### src/rtl/adder_arbiter.sv
// Round-robin arbiter sharing one add/subtract unit between NUM_REQ requesters.
// A requester may lock the unit to chain carries across back-to-back operations.
module adder_arbiter #(
  parameter int NUM_REQ = 4,
  parameter int WIDTH   = 32
) (
  input  logic                       clk,
  input  logic                       rst_n,
  input  logic [NUM_REQ-1:0]         req,
  input  logic [NUM_REQ-1:0]         req_lock,
  input  logic [NUM_REQ-1:0]         req_sub,
  input  logic [NUM_REQ-1:0]         req_chain,
  input  logic [NUM_REQ*WIDTH-1:0]   op_a,
  input  logic [NUM_REQ*WIDTH-1:0]   op_b,
  output logic [NUM_REQ-1:0]         gnt,
  output logic [NUM_REQ-1:0]         rsp_valid,
  output logic [WIDTH-1:0]           rsp_data,
  output logic                       rsp_carry,
  output logic                       rsp_ovf,
  output logic                       locked
);

  localparam int IW = (NUM_REQ > 1) ? $clog2(NUM_REQ) : 1;

  typedef enum logic {IDLE = 1'b0, LOCKED = 1'b1} state_t;

  state_t          state;
  logic [IW-1:0]   last_gnt;
  logic [IW-1:0]   owner;
  logic            carry_reg;

  logic [NUM_REQ-1:0] rr_gnt;
  logic [IW-1:0]      rr_idx;
  logic               rr_found;
  logic [IW:0]        cand;
  logic [IW-1:0]      gnt_idx;
  logic               any_gnt;

  logic [WIDTH-1:0]   sel_a;
  logic [WIDTH-1:0]   sel_b;
  logic               sel_sub;
  logic               sel_chain;
  logic [WIDTH-1:0]   b_eff;
  logic               cin;
  logic [WIDTH:0]     sum;
  logic               ovf;

  // Search upward from last_gnt+1; cand is one bit wider so the wrap is a single subtract.
  always_comb begin
    rr_gnt   = '0;
    rr_idx   = '0;
    rr_found = 1'b0;
    cand     = '0;
    for (int k = 1; k <= NUM_REQ; k++) begin
      cand = {1'b0, last_gnt} + (IW+1)'(k);
      if (cand >= (IW+1)'(NUM_REQ)) cand = cand - (IW+1)'(NUM_REQ);
      if (!rr_found && req[cand[IW-1:0]]) begin
        rr_found              = 1'b1;
        rr_gnt[cand[IW-1:0]]  = 1'b1;
        rr_idx                = cand[IW-1:0];
      end
    end
  end

  always_comb begin
    gnt     = '0;
    gnt_idx = '0;
    if (state == LOCKED) begin
      if (req[owner]) begin
        gnt[owner] = 1'b1;
        gnt_idx    = owner;
      end
    end else begin
      gnt     = rr_gnt;
      gnt_idx = rr_idx;
    end
  end

  assign any_gnt = |gnt;

  always_comb begin
    sel_a     = '0;
    sel_b     = '0;
    sel_sub   = 1'b0;
    sel_chain = 1'b0;
    for (int i = 0; i < NUM_REQ; i++) begin
      if (gnt[i]) begin
        sel_a     = op_a[i*WIDTH +: WIDTH];
        sel_b     = op_b[i*WIDTH +: WIDTH];
        sel_sub   = req_sub[i];
        sel_chain = req_chain[i];
      end
    end
  end

  // Subtract is a + ~b + 1; a chained op replaces that +1 with the stored carry.
  assign b_eff = sel_sub ? ~sel_b : sel_b;
  assign cin   = sel_chain ? carry_reg : sel_sub;
  assign sum   = {1'b0, sel_a} + {1'b0, b_eff} + {{WIDTH{1'b0}}, cin};
  assign ovf   = (sel_a[WIDTH-1] == b_eff[WIDTH-1]) && (sum[WIDTH-1] != sel_a[WIDTH-1]);

  always_ff @(posedge clk or negedge rst_n) begin
    if (!rst_n) begin
      state     <= IDLE;
      last_gnt  <= IW'(NUM_REQ-1);
      owner     <= '0;
      carry_reg <= 1'b0;
      rsp_valid <= '0;
      rsp_data  <= '0;
      rsp_carry <= 1'b0;
      rsp_ovf   <= 1'b0;
      locked    <= 1'b0;
    end else begin
      rsp_valid <= gnt;
      if (any_gnt) begin
        rsp_data  <= sum[WIDTH-1:0];
        rsp_carry <= sum[WIDTH];
        rsp_ovf   <= ovf;
        carry_reg <= sum[WIDTH];
      end
      case (state)
        IDLE: begin
          if (any_gnt) begin
            last_gnt <= gnt_idx;
            if (req_lock[gnt_idx]) begin
              state  <= LOCKED;
              owner  <= gnt_idx;
              locked <= 1'b1;
            end
          end
        end
        LOCKED: begin
          // Owner either released its request or issued its final (unlocked) beat.
          if (!req[owner] || !req_lock[owner]) begin
            state  <= IDLE;
            locked <= 1'b0;
          end
        end
        default: begin
          state  <= IDLE;
          locked <= 1'b0;
        end
      endcase
    end
  end

endmodule

### config.mk
export PLATFORM = sky130hd
export DESIGN_NAME = adder_arbiter
export DESIGN_NICKNAME = d
export VERILOG_FILES = /design/src/rtl/adder_arbiter.sv
export SDC_FILE = /design/constraint.sdc
export NUM_CORES = 1
export LEC_CHECK = 0
export BUFFER_PORTS_ARGS = -buffer_cell sky130_fd_sc_hd__buf_4
export CORE_ASPECT_RATIO = 0.8
export CORE_MARGIN = 4
export CORE_UTILIZATION = 48
export CTS_BUF_LIST = sky130_fd_sc_hd__clkbuf_4 sky130_fd_sc_hd__clkbuf_8
export CTS_CLUSTER_SIZE = 40
export DETAILED_ROUTE_END_ITERATION = 8
export GPL_TIMING_DRIVEN = 0
export PLACE_DENSITY = 0.84
export SETUP_SLACK_MARGIN = 0.4
export SLEW_MARGIN = 20
export SYNTH_ARGS = -nofsm -noshare
export SYNTH_HDL_FRONTEND = slang
export SYNTH_SLANG_ARGS = --single-unit
### constraint.sdc
create_clock -name clk -period 7.9 [get_ports clk]
set_input_delay 0.79 -clock clk [delete_from_list [all_inputs] [get_ports clk]]
set_output_delay 0.79 -clock clk [all_outputs]
set_load 0.01 [all_outputs]
* Word level (Yosys, flattened, before mapping)
Index checks and enable logic that the tools add are counted.
** Operators by class
- $add $sub $neg :: 10
- Magnitude comparators :: 15
- Equal/unequal tests :: 5
- Mux-type cells :: 69
- Bitwise logic cells :: 5
- Reduce and logical (&&, ||, !) cells :: 19
** Operator list (count)
- 32-bit two-way mux :: 9
- 32-bit by 32-bit adder with 33-bit output :: 1
- 33-bit by 1-bit adder with 33-bit output :: 1
- 32-bit NOT :: 1
- 1-bit two-way mux :: 30
- 4-bit two-way mux :: 6
- 2-bit two-way mux :: 10
- 2-bit by 3-bit < comparator with 1-bit output, second input constant :: 6
- 1-bit binary-select mux with 2-bit select :: 7
- 3-bit greater-or-equal comparator, second input constant :: 4
- 4-bit OR :: 3
- 1-bit demux with 2-bit select :: 5
- 2-bit by 1-bit greater-or-equal comparator with 1-bit output, second input constant :: 5
- 1-bit logical AND :: 9
- 2-bit by 1-bit subtractor with 2-bit output, second input constant :: 4
- 2-bit by 2-bit adder with 3-bit output, second input constant :: 2
- 3-bit AND reduction :: 2
- 1-bit logical NOT :: 5
- 2-bit != test, second input constant :: 2
- 1-bit one-hot mux with 2 select lines :: 2
- 4-bit OR reduction :: 1
- 2-bit by 1-bit adder with 3-bit output, second input constant :: 1
- 2-bit by 3-bit adder with 3-bit output, second input constant :: 1
- 2-bit by 1-bit != test with 1-bit output, second input constant :: 1
- 5 further kinds :: 5
** Word-level totals
- Flip-flop bits (word level) :: 44
- Input bits :: 274
- Word-level logic and storage cells :: 131

* Logic depth before layout (Yosys ltp)
- Depth in word-level cells :: 26
- Gate-level depth with buffers :: 27
- Gate-level depth less buffers :: 23

* Worst setup path after synthesis
No wires, ideal clock.
- Kind :: reg2reg
- Start :: register last_gnt[0]
- End :: register carry_reg
- Setup time :: 0.129 ns
- Arrival time :: 5.690 ns
- Path slack :: 2.081 ns
- Stages on the path, launching flop included :: 28
- Buffers on the path :: 4
- Cells stage by stage :: dfstp_2 > buf_2 > inv_1 > ha_1 > mux4_2 > buf_2 > a21oi_1 > a221oi_1 > a311o_2 > nor2b_1 > a22o_1 > mux2i_1 > o21a_1 > buf_2 > buf_6 > xnor2_1 > fa_1 > inv_1 > fa_1 > a21o_1 > nand4_1 > nand2_1 > a311o_1 > a21oi_1 > o21ai_0 > o21ai_0 > o21ai_0 > o41a_1
** On the way
- Word-level cells in the longest chain between the ends :: 24
** RTL lines
- start, declared :: line 28 : logic [IW-1:0] last_gnt;
- start signal, assigned :: line 105 : last_gnt <= IW'(NUM_REQ-1);
- start signal, assigned :: line 124 : last_gnt <= gnt_idx;
- branches (longest 14 deep; another with 2-bit by 1-bit adder with 3-bit output)
- 4-bit two-way mux * :: line 57 : if (!rr_found && req[cand[IW-1:0]]) begin
- 4-bit two-way mux * :: line 68 : if (state == LOCKED) begin
- via gnt[0] :: line 15 : output logic [NUM_REQ-1:0] gnt,
- 32-bit two-way mux (4 in a row) :: line 87 : if (gnt[i]) begin
- 32-bit NOT :: line 97 : assign b_eff = sel_sub ? ~sel_b : sel_b;
- 32-bit two-way mux :: line 97
- 32-bit by 32-bit adder with 33-bit output :: line 99 : assign sum = {1'b0, sel_a} + {1'b0, b_eff} + {{WIDTH{1'b0}}, cin};
- 33-bit by 1-bit adder with 33-bit output :: line 99
- end signal, assigned :: line 119 : carry_reg <= sum[WIDTH];
- end, declared :: line 30 : logic carry_reg;
Mark *: on every way through the listed nets, which the timed path passes. The select of a mux whose other input is x is not followed.
A chain may end at the register's enable or synchronous reset.

* Final worst setup path
- Start :: register last_gnt[0]
- End :: register rsp_data[30]
** On the way
- Word-level cells in the longest chain between the ends :: 24
** RTL lines
- branches (longest 14 deep; another with 2-bit by 1-bit adder with 3-bit output)
- 4-bit two-way mux * :: line 57
- 4-bit two-way mux * :: line 68
- 32-bit two-way mux (4 in a row) :: line 87
- 32-bit NOT :: line 97
- 32-bit two-way mux :: line 97
- 32-bit by 32-bit adder with 33-bit output :: line 99
- 33-bit by 1-bit adder with 33-bit output :: line 99
- end signal, assigned :: line 116 : rsp_data <= sum[WIDTH-1:0];
- end, declared :: line 17 : output logic [WIDTH-1:0] rsp_data,
Every way passes the cells marked *. The select of a mux whose other input is x is not followed.

==> metrics.txt <==
status completed; Syn Inst Count 808; PostCTS Resize Cnt 0; number of global-route vias before repair 6976; Post-synth EDFFs 0; Post-Synthesis Cell Area 6120 um2; vias per cell 5.84; Filler Cell Count 1089; Die Span Y 109 um; CTS tree yes; CP endpoint rsp_data[30]; drt pass-1 iters 6; starting density of the core 0.496; latest clock arrival within the worst-skew pair 0.29 ns; antenna diode count 0; initial antenna violation count 0; r2r startpoint last_gnt[0]; initial drt markers 678; leading cell type in the layout, fill and taps excluded buf_4; Async S/R FF share, synth 1.00; Yosys cell types 69; core outline area 12300 um2; Clock Path Buffers 2; Top Registers rsp_data: 32 flops, rsp_valid: 4 flops; Final Hold Viols 0; max FFs per register 32; simple-gate share of the synthesized area 0.180; clock-pin slew of the registers on the worst-case setup and hold paths 0.08 ns; Worst path max stage delay 0.65 ns; setup TNS 0 ns; largest family of logic cells by synthesized area compound AO/OA/AOI/OAI gates; critical-path cell with the highest stage delay dfstp_2; register bit total from synthesis 44; max-slew violations 0; CP startpoint kind register; largest net degree at the start of global routing 45; CP Launch Point last_gnt[0]; Worst Skew 0.00859 ns; total number of vias 7601; FP Rows 36; Hold Crit Class primary input to async pin; Critical Path End Type register; actual slew at the worst max-slew pin 0.605 ns; Reg with most FFs rsp_data; Wirelength per Cell 20.1 um; Compound-Gate Fraction of Synth Area 0.376; hpwl dp 22200 um; Die ar. 14600 um2; most frequent cells in the layout buf_4, a21oi_1, nand2_1; reg2reg path depth 26; Adder-Cell Fraction of Synth Area 0.0863; Antenna Violating Nets Remaining 0; mux contribution to synthesized area 0.0321; Port-buffer cells 315; Synth Warn # 0; first-pass GRT wire length 38400 um; R2R Setup Slk 0.95 ns; Fmax achieved 144 MHz; share of cells above drive strength 1 0.361; hold buffer count at CTS 0; Final nets 1445; post-CTS setup buffer count 0; Tcrit/Tclk final 0.879; Root Buffer clkbuf_8; Post-Syn Nets 1123; worst-path fanout max 10; Inst Count DP 1294; CP required 8.07 ns; TritonCTS buffer count 5; drt total wl 26100 um; Worst Path Arrival 7.12 ns; Setup CP Type register to register; io pins 317; Syn-to-layout area delta 43.6%; H-tree levels 2; Post-Layout Cell Count 1302; r2r endpoint rsp_data[30]; DIE WIDTH 134 um; GRT overflow 0; slew margin rel. 0.593; predominant post-synthesis flop cell dfrtp_1; final setup violation count 0; # Max-Cap Violations 0; sequential-to-total area share from yosys stat 0.180; clock sink total 44; Synth Area in XOR/XNOR 0.0802; RSZ-0062 raised after global routing no; post-synthesis area per instance 7.57 um2; DR DRC count 0; RD Place Congestion 0.992; fin crit period 6.95 ns; Tot GR Track Use 0.333
==> worst min path at each step <==
stage	startpoint	to	slack, ns
final	rst_n	rsp_data[25]	0.49
after detailed placement	rsp_data[6]	rsp_data[6]	0.48
after global placement	locked	locked	0.46
after CTS	rsp_data[6]	rsp_data[6]	0.49
after floorplan	rst_n	carry_reg	0.49
after global routing	rst_n	rsp_data[25]	0.52
==> critical path, delay by kind of cell, from the launching register on <==
family / cells / cell delay, ns
compound gates: 12 / 2.86
xor+xnor: 1 / 0.22
fa+ha+maj: 3 / 1.02
buf+inv: 6 / 1.13
flops: 1 / 0.65
mux: 1 / 0.35
simple gates: 3 / 0.59
==> synthesized netlist by cell type (all sizes together), types with 11 or more instances <==
cell type	number	area, um2
a21oi	109	602
inv	18	70.1
nand2	83	314
a22oi	64	480
xor2	38	333
o21a	11	82.6
buf	36	236
ha	39	488
o21ai	67	335
nor2	89	417
a211oi	38	285
clkbuf	25	93.8
dfrtp	42	1050
xnor2	18	158
==> logic make-up after synthesis <==
group | Yosys count
DFF | 44
muxes | 13
and+or+nand+nor | 226
xor gates and xnor gates | 56
AOI/OAI and AO/OA | 349
adders and majority gates | 41
buffers and inverters | 79
==> cell type report <==
type | count | area, um2 | area share
Timing Repair Buffer | 315 | 2360 | 0.269
Multi-Input combinational cell | 685 | 4610 | 0.525
Clock buffer | 7 | 83.8 | 0.00954
Inverter | 18 | 70.1 | 0.00798
Sequential cell | 44 | 1100 | 0.126
Buffer | 61 | 330 | 0.0376
Tap cell | 171 | 214 | 0.0244
Clock inverter | 1 | 5.00 | 0.000570
==> metal layers <==
layer  part of all wire  vias to the layer above  track usage
li1                   -                     3636            -
met1               0.42                     3517        0.471
met2               0.46                      406        0.530
met3               0.10                       42       0.0696
met4              0.020                        0       0.0647
met5                  0                        -            0
==> through the flow <==
step | setup slack [ns] | area, um2 | util | hold slack, ns
final | 0.954 | 8780 | 0.712 | 0.485
after floorplan | 2.08 | 6120 | - | 0.494
after CTS | 1.06 | 8780 | 0.712 | 0.492
after global routing | 0.563 | 8780 | 0.712 | 0.519
after global placement | 1.06 | 8700 | 0.705 | 0.462
after detailed placement | 1.09 | 8700 | 0.705 | 0.476
Power is not shown: default switching activity piles up to over one toggle a cycle in this logic, so the estimate is an artifact.
